[src/rtl/onehot_dec_pkg.sv]
// Shared widths, types and mask-population states for the streaming 3-to-8 decoder.
// Also used by the arbiter bench models.
package onehot_dec_pkg;

  localparam int CODE_W    = 3;
  localparam int NUM_LINES = 1 << CODE_W;

  typedef logic [CODE_W-1:0]    code_t;
  typedef logic [NUM_LINES-1:0] line_t;

  typedef enum logic [1:0] {
    EMPTY,
    PARTIAL,
    FULL
  } mask_state_e;

endpackage

[src/rtl/code_to_onehot.sv]
// Combinational line-index to one-hot decode, the inverse of the priority encoder.
module code_to_onehot
  import onehot_dec_pkg::*;
(
  input  logic [CODE_W-1:0]    code,
  output logic [NUM_LINES-1:0] onehot
);

  always_comb begin
    onehot       = '0;
    onehot[code] = 1'b1;
  end

endmodule

[src/rtl/onehot_decoder_stream.sv]
// Streaming 3-to-8 decoder with a registered output beat and an accumulated line mask
// that reports duplicates and full coverage.
module onehot_decoder_stream
  import onehot_dec_pkg::*;
(
  input  logic                 clk,
  input  logic                 rst_n,
  input  logic                 in_valid,
  output logic                 in_ready,
  input  logic [CODE_W-1:0]    in_code,
  input  logic                 in_accum,
  input  logic                 clr,
  output logic                 out_valid,
  input  logic                 out_ready,
  output logic [NUM_LINES-1:0] out_onehot,
  output logic [NUM_LINES-1:0] out_mask,
  output logic                 out_dup,
  output logic                 out_full
);

  logic                 accept;
  logic [NUM_LINES-1:0] onehot;
  logic [NUM_LINES-1:0] mask_q;
  logic [NUM_LINES-1:0] mask_d;
  logic                 dup_d;
  mask_state_e          state_q;
  mask_state_e          state_d;

  assign in_ready = !out_valid || out_ready;
  assign accept   = in_valid && in_ready;
  assign out_mask = mask_q;
  assign out_full = (state_q == FULL);

  code_to_onehot u_decode (
    .code   (in_code),
    .onehot (onehot)
  );

  // A clear that coincides with a beat is applied first, so the beat lands on an empty mask.
  always_comb begin
    mask_d  = mask_q;
    state_d = state_q;
    dup_d   = 1'b0;
    if (accept) begin
      if (clr || !in_accum) begin
        mask_d = onehot;
      end else begin
        mask_d = mask_q | onehot;
      end
      dup_d   = in_accum && !clr && mask_q[in_code];
      state_d = (&mask_d) ? FULL : PARTIAL;
    end else if (clr) begin
      mask_d  = '0;
      state_d = EMPTY;
    end
  end

  always_ff @(posedge clk or negedge rst_n) begin
    if (!rst_n) begin
      mask_q  <= '0;
      state_q <= EMPTY;
    end else begin
      mask_q  <= mask_d;
      state_q <= state_d;
    end
  end

  // Output beat register; data holds after a consume so only out_valid drops.
  always_ff @(posedge clk or negedge rst_n) begin
    if (!rst_n) begin
      out_valid  <= 1'b0;
      out_onehot <= '0;
      out_dup    <= 1'b0;
    end else if (accept) begin
      out_valid  <= 1'b1;
      out_onehot <= onehot;
      out_dup    <= dup_d;
    end else if (out_ready) begin
      out_valid  <= 1'b0;
    end
  end

endmodule

[config.mk]
export PLATFORM = sky130hd
export DESIGN_NAME = onehot_decoder_stream
export DESIGN_NICKNAME = d
export VERILOG_FILES = /design/src/rtl/onehot_dec_pkg.sv /design/src/rtl/code_to_onehot.sv /design/src/rtl/onehot_decoder_stream.sv
export SDC_FILE = /design/constraint.sdc
export NUM_CORES = 1
export LEC_CHECK = 0
export CAP_MARGIN = 25
export CORE_MARGIN = 2
export CORE_UTILIZATION = 45
export DETAILED_ROUTE_END_ITERATION = 8
export PLACE_DENSITY = 0.74
export RECOVER_POWER = 100
export SYNTH_ARGS = -nofsm -noshare
export SYNTH_HDL_FRONTEND = slang
export SYNTH_SLANG_ARGS = --single-unit
[constraint.sdc]
create_clock -name clk -period 1.45 [get_ports clk]
set_input_delay 0.29 -clock clk [delete_from_list [all_inputs] [get_ports clk]]
set_output_delay 0.29 -clock clk [all_outputs]
set_load 0.1 [all_outputs]
==> results.md, run 1 <==
* Worst Path Arrival at around 1.6 ns
* Startpoint types: flip-flop
* Most used routing layer: met2
* Max Root-Sink Buffers at 2
* RSZ-0062 raised after global routing: false
* Max Freq at approximately 730 MHz
* Fin. max-slew vios at 0
* Area delta synth->final at 52.3%
* Pre-CTS setup slack at -0.397 ns
* Pwr per Cell Area at between 800 and 900 nW/µm²
* Die area at between 2000 and 3000 µm²
* Routed vias at 862
* Core area at 2150 µm²
* Max-slew headroom at between 60% and 70%
* Antenna Cells at 0
* Max Fanout on Critical Path at 5
* Crit path kind: reg -> reg
* # setup viols final at 0
* PnR worst setup slack at around 0.08 ns
* Yosys warning count at 0
* Max-cap violations at 0
* CTS Buf Count at 3
* Post-Syn Area at approximately 1000 µm²
* CTS tree: done
* Commonest non-fill, non-tap cell in the layout: dfrtp_1
* Number of global-route vias before repair at around 910
* CTS clk-pin slew, worst paths at roughly 0.10 ns
* H-Tree Level Count at 1
* Placed cells at approximately 160
* Routed Wire Length at about 2.3 mm
* First drt pass iteration count at 5
* Worst min path class: in -> async
* Pint at 852 µW
* Setup TNS at 0 ns
* Die Y at approximately 51 µm
* Worst r2r src: out_mask[3]
* Routability Congestion at around 0.81
* Pin count of the biggest net entering global routing at 21
* Fin cells at between 150 and 200
* # hold bufs at CTS at 0
* Global Route met2 Usage at roughly a third
* R2R Path End: out_dup
* Register area share after synthesis at roughly half
* PortBufs at 28
* Initial Util at 46.7%
* Cell count after synthesis at 87
* Fraction of layout cells with a size suffix above 1 at 42.7%
* Hold Violations, Final at 0
* Final min period at ~1.4 ns
* Switching power at about 510 µW
* DRC errors left at 0
* Yosys cell types at 33
* Layout Nets at between 100 and 150
* Post-DP HPWL at 1.77 mm
* Flop pwr share at 45.7%
* Routed WL per cell at 14.5 µm
* Post-Route Utilization at 71.1%
* Total global routing overflow at 0
* R2R depth at 3
* Global-route met3 utilization at 3.22%
* Syn avg cell area at 11.5 µm²
* VDD IR max at approximately 0.76 mV
* Die X at a little over 50 µm
* Initial antenna violation count at 0
* Rows at 17
* Syn nets at 96
* Worst-Skew Late Latency at between 0.2 and 0.3 ns
* Worst slew pin tran at 0.484 ns
* Logic pwr share at roughly a third
* I/O pins at 29
* Most frequent cells in the layout: dfrtp_1, buf_4, nand2_1
* First-pass GRT wire length at between 3 and 4 mm
* Post-synthesis register bit count at 20
* Clk sinks at 20
* GR Layer Usage met1 at a little over a quarter
* Sw frac at a little under two fifths
* Status: complete, no violations
* Static Leak at 0.713 nW
* R2R setup slack at 0.08 ns
* Initial DRC Count at 26
* Worst Skew at around 0.0010 ns
* Final Cycle Share at 94.4%
* Total global-route track usage at 20.1%
* Root Buffer: clkbuf_4
* Critical path required time at around 1.6 ns
* Clock Power Share at a little under a fifth
* Vias/cell at ~5.4
* Critical Path Sink Type: flip-flop
* Routed Antenna Nets at 0
## per-layer routing
metal,wire length [µm],vias to the layer above
met5,0,-
li1,-,411
met3,187,6
met1,1020,399
met2,1060,46
met4,33,0
## synth_stat cells, drive strengths merged
library cell  instances  share of area (%)
inv                   2               0.75
mux4                  2                5.2
a21oi                 2                1.0
and3                  1               0.75
nor3b                 2                2.6
and2                  1               0.62
o2111ai               1               0.87
dfrtp                20                 50
and2b                 2                1.6
o41ai                 1               0.87
a22o                  6                5.4
buf                   4                3.1
nand2                13                4.9
a32o                  3                3.0
nand2b                3                1.9
nor3                  2                1.5
mux2i                 1                1.0
nor2                  1               0.37
nor2b                 2                1.2
a31oi                 2                1.2
and3b                 2                2.0
a22oi                 2                2.0
mux2                  3                3.7
o21ai                 8                4.0
clkbuf                1               0.37
## worst max-delay path, cell delays in order, from the launching register on
cell     delay (ns)
dfrtp_1        0.47
mux4_1         0.53
mux2i_1        0.18
o41ai_1        0.08
## through the flow
stage | hold WS [ns] | area (µm²) | power (mW)
2_1_floorplan | -0.00559 | 1050 | 0.952
3_3_place_gp | 0.522 | 1650 | 1.18
3_5_place_dp | 0.534 | 1650 | 1.19
4_1_cts | 0.333 | 1670 | 1.45
5_1_grt | 0.534 | 1530 | 1.42
6_report | 0.479 | 1530 | 1.36
## state kept, by name, summed over array words and instances (netlist names)
name / count
out_mask: 8
out_onehot: 8
state_q: 2
out_dup: 1
out_valid: 1
## how the worst max path moves through the flow
stage | startpoint | slack, ns | depth (start not counted) | end
after floorplan | out_valid | -0.24 | 4 | out_onehot[0]
after detailed placement | in_code[0] | -0.40 | 4 | out_dup
final | out_mask[3] | 0.08 | 3 | out_dup
after global placement | in_code[0] | -0.34 | 4 | out_dup
after CTS | out_valid | 0.02 | 5 | out_mask[6]
after global routing | in_code[2] | 0.0007 | 6 | state_q[1]
## what timing repair did
item,in CTS,in global routing
gates resized for setup,2,2
buffers inserted,1,0
endpoints found under the setup margin,4,8
## power by group through the flow
stage | clock [mW] | sequential [mW] | combinational (mW)
after floorplan | 0 | 0.837 | 0.114
after global placement | 0 | 0.646 | 0.537
after detailed placement | 0 | 0.647 | 0.542
after CTS | 0.270 | 0.636 | 0.541
after global routing | 0.292 | 0.628 | 0.504
final | 0.259 | 0.623 | 0.481
## layout make-up
cell class | count | area, µm²
multi-input combinational | 60 | 488
sequential | 20 | 504
inverter | 2 | 7.51
clock buffer | 4 | 26.3
fill | 152 | 622
timing repair buffer | 45 | 465
tap | 28 | 35.0
## cell families (layout without fill, tap and decap cells)
group	after synthesis	count (layout)	synth area share (%)
DFF	20	20	49.9
and+or+nand+nor	29	29	17.5
muxes	6	6	9.99
AOI/OAI and AO/OA	25	25	18.4
buffers and inverters	7	51	4.24
No activity file was read; power rests on OpenSTA's default activity.
==> inputs of run 2 (changes only) <==
==> constraint.sdc (replaced) <==
create_clock -name clk -period 1.3 [get_ports clk]
set_input_delay 0.26 -clock clk [delete_from_list [all_inputs] [get_ports clk]]
set_output_delay 0.26 -clock clk [all_outputs]
set_load 0.1 [all_outputs]
==> run 2 against run 1 <==
Compared with the run above:
- the flow now finishes with violations (setup timing)
- first-iteration DRC count fell by 42%
- worst setup slack lost 0.21 ns
- flip-flop and latch count stayed put
- wire length grew 52%
- cell count increased by 12%
- non-clock buffer count rose by 19
- die area did not move
- largest cell class is now buffers
==> results.md, run 2 (same netlist as run 1, synthesis figures left out) <==
* Pwr per Cell Area at 899 nW/µm² (+0.61%)
* Initial DRC Count at 15 (-42%)
* # hold bufs at CTS at 0 (unchanged)
* Crit path kind: reg -> out
* Hold depth at 3
* First-pass GRT wire length at 5.29 mm (+33%)
* Routability Congestion at 0.795 (-1.3%)
* Area delta synth->final at 91.5%
* First drt pass iteration count at 4 (-1)
* Slowest cell on the critical path: dfrtp_4
* Worst path max stage delay at 0.51 ns (-0.02 ns)
* Critical Path Sink Type: primary output
* Fin. max-slew vios at 0 (unchanged)
* Max-slew headroom at 65.6% (-2.1 points)
* Max Freq at approximately 700 MHz
* Clk sinks at 20 (unchanged)
* Worst Path Arrival at 1.17 ns (-0.38 ns)
* Max-cap violations at 0 (unchanged)
* RSZ-0062 raised after global routing: true
* R2R setup slack at -0.09 ns (-0.17 ns)
* Placed cells at 163 (+5.2%)
* Hold Violations, Final at 0 (unchanged)
* Final instance area at 1920 µm² (+26%)
* Failing checks: setup timing
* Status: finished, violations left
* Core area at 2150 µm² (unchanged)
* Most frequent cells in the layout: buf_4, buf_12, buf_6
* # setup viols final at 16 (+16)
* Rows at 17 (unchanged)
* CTS tree: done
* CTS Buf Count at 3 (unchanged)
* CTS clk-pin slew, worst paths at 0.11 ns (about the same)
* Number of global-route vias before repair at 1146 (+26%)
* Final Cycle Share at 110%
* Fin cells at 178 (+12%)
* Critical path required time at 1.04 ns (-0.59 ns)
* Die X at 51.2 µm (unchanged)
* Area post-placement at 1710 µm² (+3.6%)
* Worst Skew at 0.00373 ns (+0.00269 ns)
* Post-DP HPWL at 2.16 mm (+22%)
* DRC errors left at 0 (unchanged)
* # fillers at 94 (-38%)
* R2R Path End: state_q[1]
* Pre-CTS setup slack at -0.596 ns (-0.199 ns)
* Worst-Skew Late Latency at 0.31 ns (+0.02 ns)
* Routed Wire Length at 3.50 mm (+52%)
* Static Leak at 0.860 nW (+21%)
* Routed vias at 1018 (+18%)
* Layout Nets at 160 (+13%)
* Root Buffer: clkbuf_4
* Vias/cell at 5.72 (+5.5%)
* Max Root-Sink Buffers at 2 (unchanged)
* Hold WS at 0.336 ns (-0.143 ns)
* Post-Route Utilization at 89.3% (+18 points)
* Die area at 2620 µm² (unchanged)
* Worst path top cell family by delay: flip-flops
* Commonest non-fill, non-tap cell in the layout: buf_4
* Worst slew pin tran at 0.515 ns (+0.0315 ns)
* Fraction of layout cells with a size suffix above 1 at 63.3% (+21 points)
* Worst min path class: in -> reg
* Worst r2r src: out_mask[4]
* Startpoint types: flip-flop
* Routed Antenna Nets at 0 (unchanged)
* Initial Util at 46.7% (unchanged)
* Max Fanout on Critical Path at 3 (-2)
* PortBufs at 28 (unchanged)
* PnR worst setup slack at -0.129 ns (-0.210 ns)
* Total global routing overflow at 0 (unchanged)
* Pin count of the biggest net entering global routing at 21 (unchanged)
* Antenna Cells at 0 (unchanged)
* Overall power at 1.73 mW (+27%)
* Total global-route track usage at 27.5% (+7.5 points)
* Routed WL per cell at 19.6 µm (+36%)
* Worst hold endpoint: out_mask[7]
* Initial antenna violation count at 0 (unchanged)
* I/O pins at 29 (unchanged)
* Setup TNS at -0.497 ns (-0.497 ns)
* VDD IR max at 0.938 mV (+24%)
* Worst Path Buf+Inv at 2 (+2)
* Final min period at between 1 and 1.5 ns
* H-Tree Level Count at 1 (unchanged)
* R2R depth at 4 (+1)
* Hold path start: in_code[1]
* Die Y at 51.2 µm (unchanged)
* CP Cell Sequence: nand2b_4 -> buf_6 -> buf_12
[run 2: changes by cell type in the layout (fill, tap and decap cells not counted), sizes merged]
cell,delta
clkdlybuf4s50,-1
clkdlybuf4s15,+1
dlymetal6s2s,+1
buf,+29
dlygate4sd2,-2
clkbuf,-9
[run 2: report_power, final]
group,switching (mW),total (mW),internal (mW)
logic,0.420,0.711,0.292
clock network,0.192,0.312,0.120
registers,0.0418,0.702,0.660
total,0.654,1.73,1.07
[run 2: layout make-up]
class / count / area [µm²] / share of cell area, %
multi-input combinational: 60 / 544 / 28.4
sequential: 20 / 514 / 26.8
tap: 28 / 35.0 / 1.83
inverter: 2 / 7.51 / 0.391
clock buffer: 4 / 26.3 / 1.37
timing repair buffer: 64 / 792 / 41.3
[run 2: worst max path at each step]
stage                     from       endpoint  slack (ns)  cells past startpoint
global route         out_valid       in_ready       -0.16                      3
detailed placement  in_code[0]     state_q[1]       -0.60                      6
floorplan            out_valid  out_onehot[0]       -0.39                      4
global placement    in_code[0]     state_q[1]       -0.49                      6
finish               out_valid       in_ready       -0.13                      3
CTS                  out_valid       in_ready       -0.13                      3
[run 2: layer usage]
layer | global-route usage (%) | up-vias | wire length (µm)
li1 | - | 450 | -
met1 | 30.8 | 504 | 1250
met2 | 49.4 | 48 | 1900
met3 | 4.68 | 16 | 214
met4 | 14.9 | 0 | 130
met5 | 0 | - | 0
[run 2: worst reg2reg max path: stages (launching register included)]
cell     delay (ns)
dfrtp_2        0.45
and3_2         0.23
o21ai_1        0.23
a22oi_2        0.15
a32o_1         0.24
[run 2: what timing repair did]
action / CTS / global route
pin swaps: 2 / 4
buffers inserted: 5 / 6
gates resized for setup: 20 / 20
endpoints found under the setup margin: 21 / 28
==> inputs of run 3 (changes only) <==
--- a/config.mk
+++ b/config.mk
@@ -8,9 +8,12 @@
 export CAP_MARGIN = 25
 export CORE_MARGIN = 2
 export CORE_UTILIZATION = 45
+export CTS_CLUSTER_SIZE = 28
 export DETAILED_ROUTE_END_ITERATION = 8
 export PLACE_DENSITY = 0.74
 export RECOVER_POWER = 100
+export SKIP_LAST_GASP = 1
+export SLEW_MARGIN = 20
 export SYNTH_ARGS = -nofsm -noshare
 export SYNTH_HDL_FRONTEND = slang
 export SYNTH_SLANG_ARGS = --single-unit
==> run 3 against run 2 <==
Compared with the run above:
- the run still ends with setup timing left
- largest cell class unchanged
- critical path depth is the same
- highest routed layer unchanged
- non-clock buffer count grew 1
- register-to-register slack gained 0.07 ns
- utilization shrank 1.3 points
- first-iteration DRC count grew 53%
- via count grew 2.3%
- sequential power is essentially flat
- fmax grew 0.88%
- worst setup slack gained 0.012 ns
- combinational power shrank 2%
- wire length shrank 5.8%
==> results.md, run 3 (same netlist as run 1, synthesis figures left out) <==
* Initial antenna violation count at 0 (unchanged)
* Slowest cell on the critical path: dfrtp_4
* Layout Nets at 161 (+0.63%)
* Antenna Cells at 0 (unchanged)
* Crit path kind: reg -> out
* Critical path required time at 1.04 ns (about the same)
* Hold Violations, Final at 0 (unchanged)
* Max-cap violations at 0 (unchanged)
* Die X at 51.2 µm (unchanged)
* Final Cycle Share at 109% (-0.96 points)
* R2R depth at 5 (+1)
* Clk sinks at 20 (unchanged)
* PortBufs at 28 (unchanged)
* Worst slew pin tran at 0.509 ns (-0.00637 ns)
* CTS Buf Count at 3 (unchanged)
* Max Freq at 706 MHz (+0.88%)
* Worst r2r src: out_valid
* Total global routing overflow at 0 (unchanged)
* Area delta synth->final at 88.6%
* Core area at 2150 µm² (unchanged)
* Startpoint types: flip-flop
* Critical Path Sink Type: primary output
* CP Cell Sequence: nand2b_4 -> buf_6 -> buf_12
* VDD IR max at 0.933 mV (-0.52%)
* Final min period at 1.42 ns (-0.0125 ns)
* Routed Antenna Nets at 0 (unchanged)
* Commonest non-fill, non-tap cell in the layout: buf_4
* Failing checks: setup timing
* CTS clk-pin slew, worst paths at 0.12 ns (about the same)
* Routed WL per cell at 18.4 µm (-6.4%)
* H-Tree Level Count at 1 (unchanged)
* CTS tree: done
* Most frequent cells in the layout: buf_4, buf_12, buf_6
* Static Leak at 0.858 nW (-0.32%)
* Worst hold endpoint: out_mask[7]
* I/O pins at 29 (unchanged)
* Hold path start: in_code[1]
* Pint at 1.07 mW (-0.26%)
* Max Root-Sink Buffers at 2 (unchanged)
* PnR worst setup slack at -0.116 ns (+0.0125 ns)
* Initial Util at 46.7% (unchanged)
* Clock Power Share at 18.1% (about the same)
* Max-slew headroom at 66.1% (+0.42 points)
* Routed vias at 1041 (+2.3%)
* Fraction of layout cells with a size suffix above 1 at 61.6% (-1.7 points)
* Post-Route Utilization at 88.0% (-1.3 points)
* Post-DP HPWL at 2.16 mm (unchanged)
* Setup TNS at -0.279 ns (+0.218 ns)
* Initial DRC Count at 23 (+8)
* Fin. max-slew vios at 0 (unchanged)
* # setup viols final at 10 (-6)
* RSZ-0062 raised after global routing: true
* Root Buffer: clkbuf_4
* Switching power at 644 µW (-1.5%)
* Worst min path class: in -> reg
* Worst path max stage delay at 0.50 ns (about the same)
* Pwr per Cell Area at 906 nW/µm² (+0.79%)
* Status: finished, violations left
* R2R setup slack at -0.02 ns (+0.07 ns)
* Worst Skew at 0.0102 ns (+0.00652 ns)
* Worst Path Arrival at 1.16 ns (about the same)
* Total global-route track usage at 26.7% (-0.86 points)
* R2R Path End: out_mask[1]
* Routed Wire Length at 3.29 mm (-5.8%)
* Logic pwr share at 40.9% (-0.3 points)
* Worst-Skew Late Latency at 0.30 ns (about the same)
* # hold bufs at CTS at 0 (unchanged)
* Routability Congestion at 0.795 (unchanged)
* Vias/cell at 5.82 (+1.7%)
* Die Y at 51.2 µm (unchanged)
* Die area at 2620 µm² (unchanged)
* Rows at 17 (unchanged)
* Number of global-route vias before repair at 1128 (-1.6%)
* Flop pwr share at 41.0% (+0.3 points)
* First-pass GRT wire length at 5.16 mm (-2.3%)
* Hold depth at 3 (unchanged)
* First drt pass iteration count at 4 (unchanged)
* DRC errors left at 0 (unchanged)
* Pin count of the biggest net entering global routing at 21 (unchanged)
* Max Fanout on Critical Path at 3 (unchanged)
* Sw frac at 37.6% (-0.29 points)
[run 3: metal layers]
| metal | routed length [µm] | share of wire (%) | vias to the layer above | track usage, % |
|---|---|---|---|---|
| met2 | 1770 | 54 | 69 | 46.3 |
| met5 | 0 | 0 | - | 0 |
| li1 | - | - | 448 | - |
| met3 | 250 | 7.6 | 12 | 4.97 |
| met4 | 106 | 3.2 | 0 | 15.8 |
| met1 | 1160 | 35 | 512 | 30.3 |
[run 3: layout make-up]
class                      count  area [µm²]
sequential                    20         514
inverter                       2        7.51
multi-input combinational     60         514
fill                         100         258
tap                           28        35.0
timing repair buffer          65         793
clock buffer                   4        26.3
[run 3: worst max-delay path by stage]
| stage | from | to | slack (ns) |
|---|---|---|---|
| after floorplan | out_valid | out_onehot[0] | -0.39 |
| after global placement | in_code[0] | state_q[1] | -0.49 |
| after detailed placement | in_code[0] | state_q[1] | -0.60 |
| after CTS | out_valid | in_ready | -0.13 |
| after global routing | out_valid | in_ready | -0.16 |
| final | out_valid | in_ready | -0.12 |
[run 3: through the flow]
stage	cell area, µm²	power (mW)	cells	hold slack (ns)	setup slack (ns)
3_5_place_dp	1710	1.35	163	0.534	-0.596
5_1_grt	1890	1.78	179	0.316	-0.155
2_1_floorplan	1050	1.06	87	-0.0356	-0.392
4_1_cts	1820	1.67	172	0.306	-0.126
6_report	1890	1.71	179	0.336	-0.116
3_3_place_gp	1710	1.34	163	0.523	-0.490
[run 3: power groups by stage]
stage	Sequential (mW)	Clock (mW)	Combinational (mW)
after detailed placement	0.712	0	0.636
after global routing	0.706	0.350	0.724
after global placement	0.710	0	0.626
after floorplan	0.934	0	0.128
final	0.703	0.310	0.700
after CTS	0.700	0.306	0.665
[run 3: what timing repair did]
item,4_1_cts,5_1_grt
resized for setup,16,19
pin swaps,1,7
setup buffers,5,7
setup endpoints to repair,21,28
[run 3: critical path: cells and delay by family, from the launching register on]
family	cells	cell delay [ns]
buffers and inverters	2	0.26
AND/OR/NAND/NOR	1	0.08
flip-flops	1	0.50
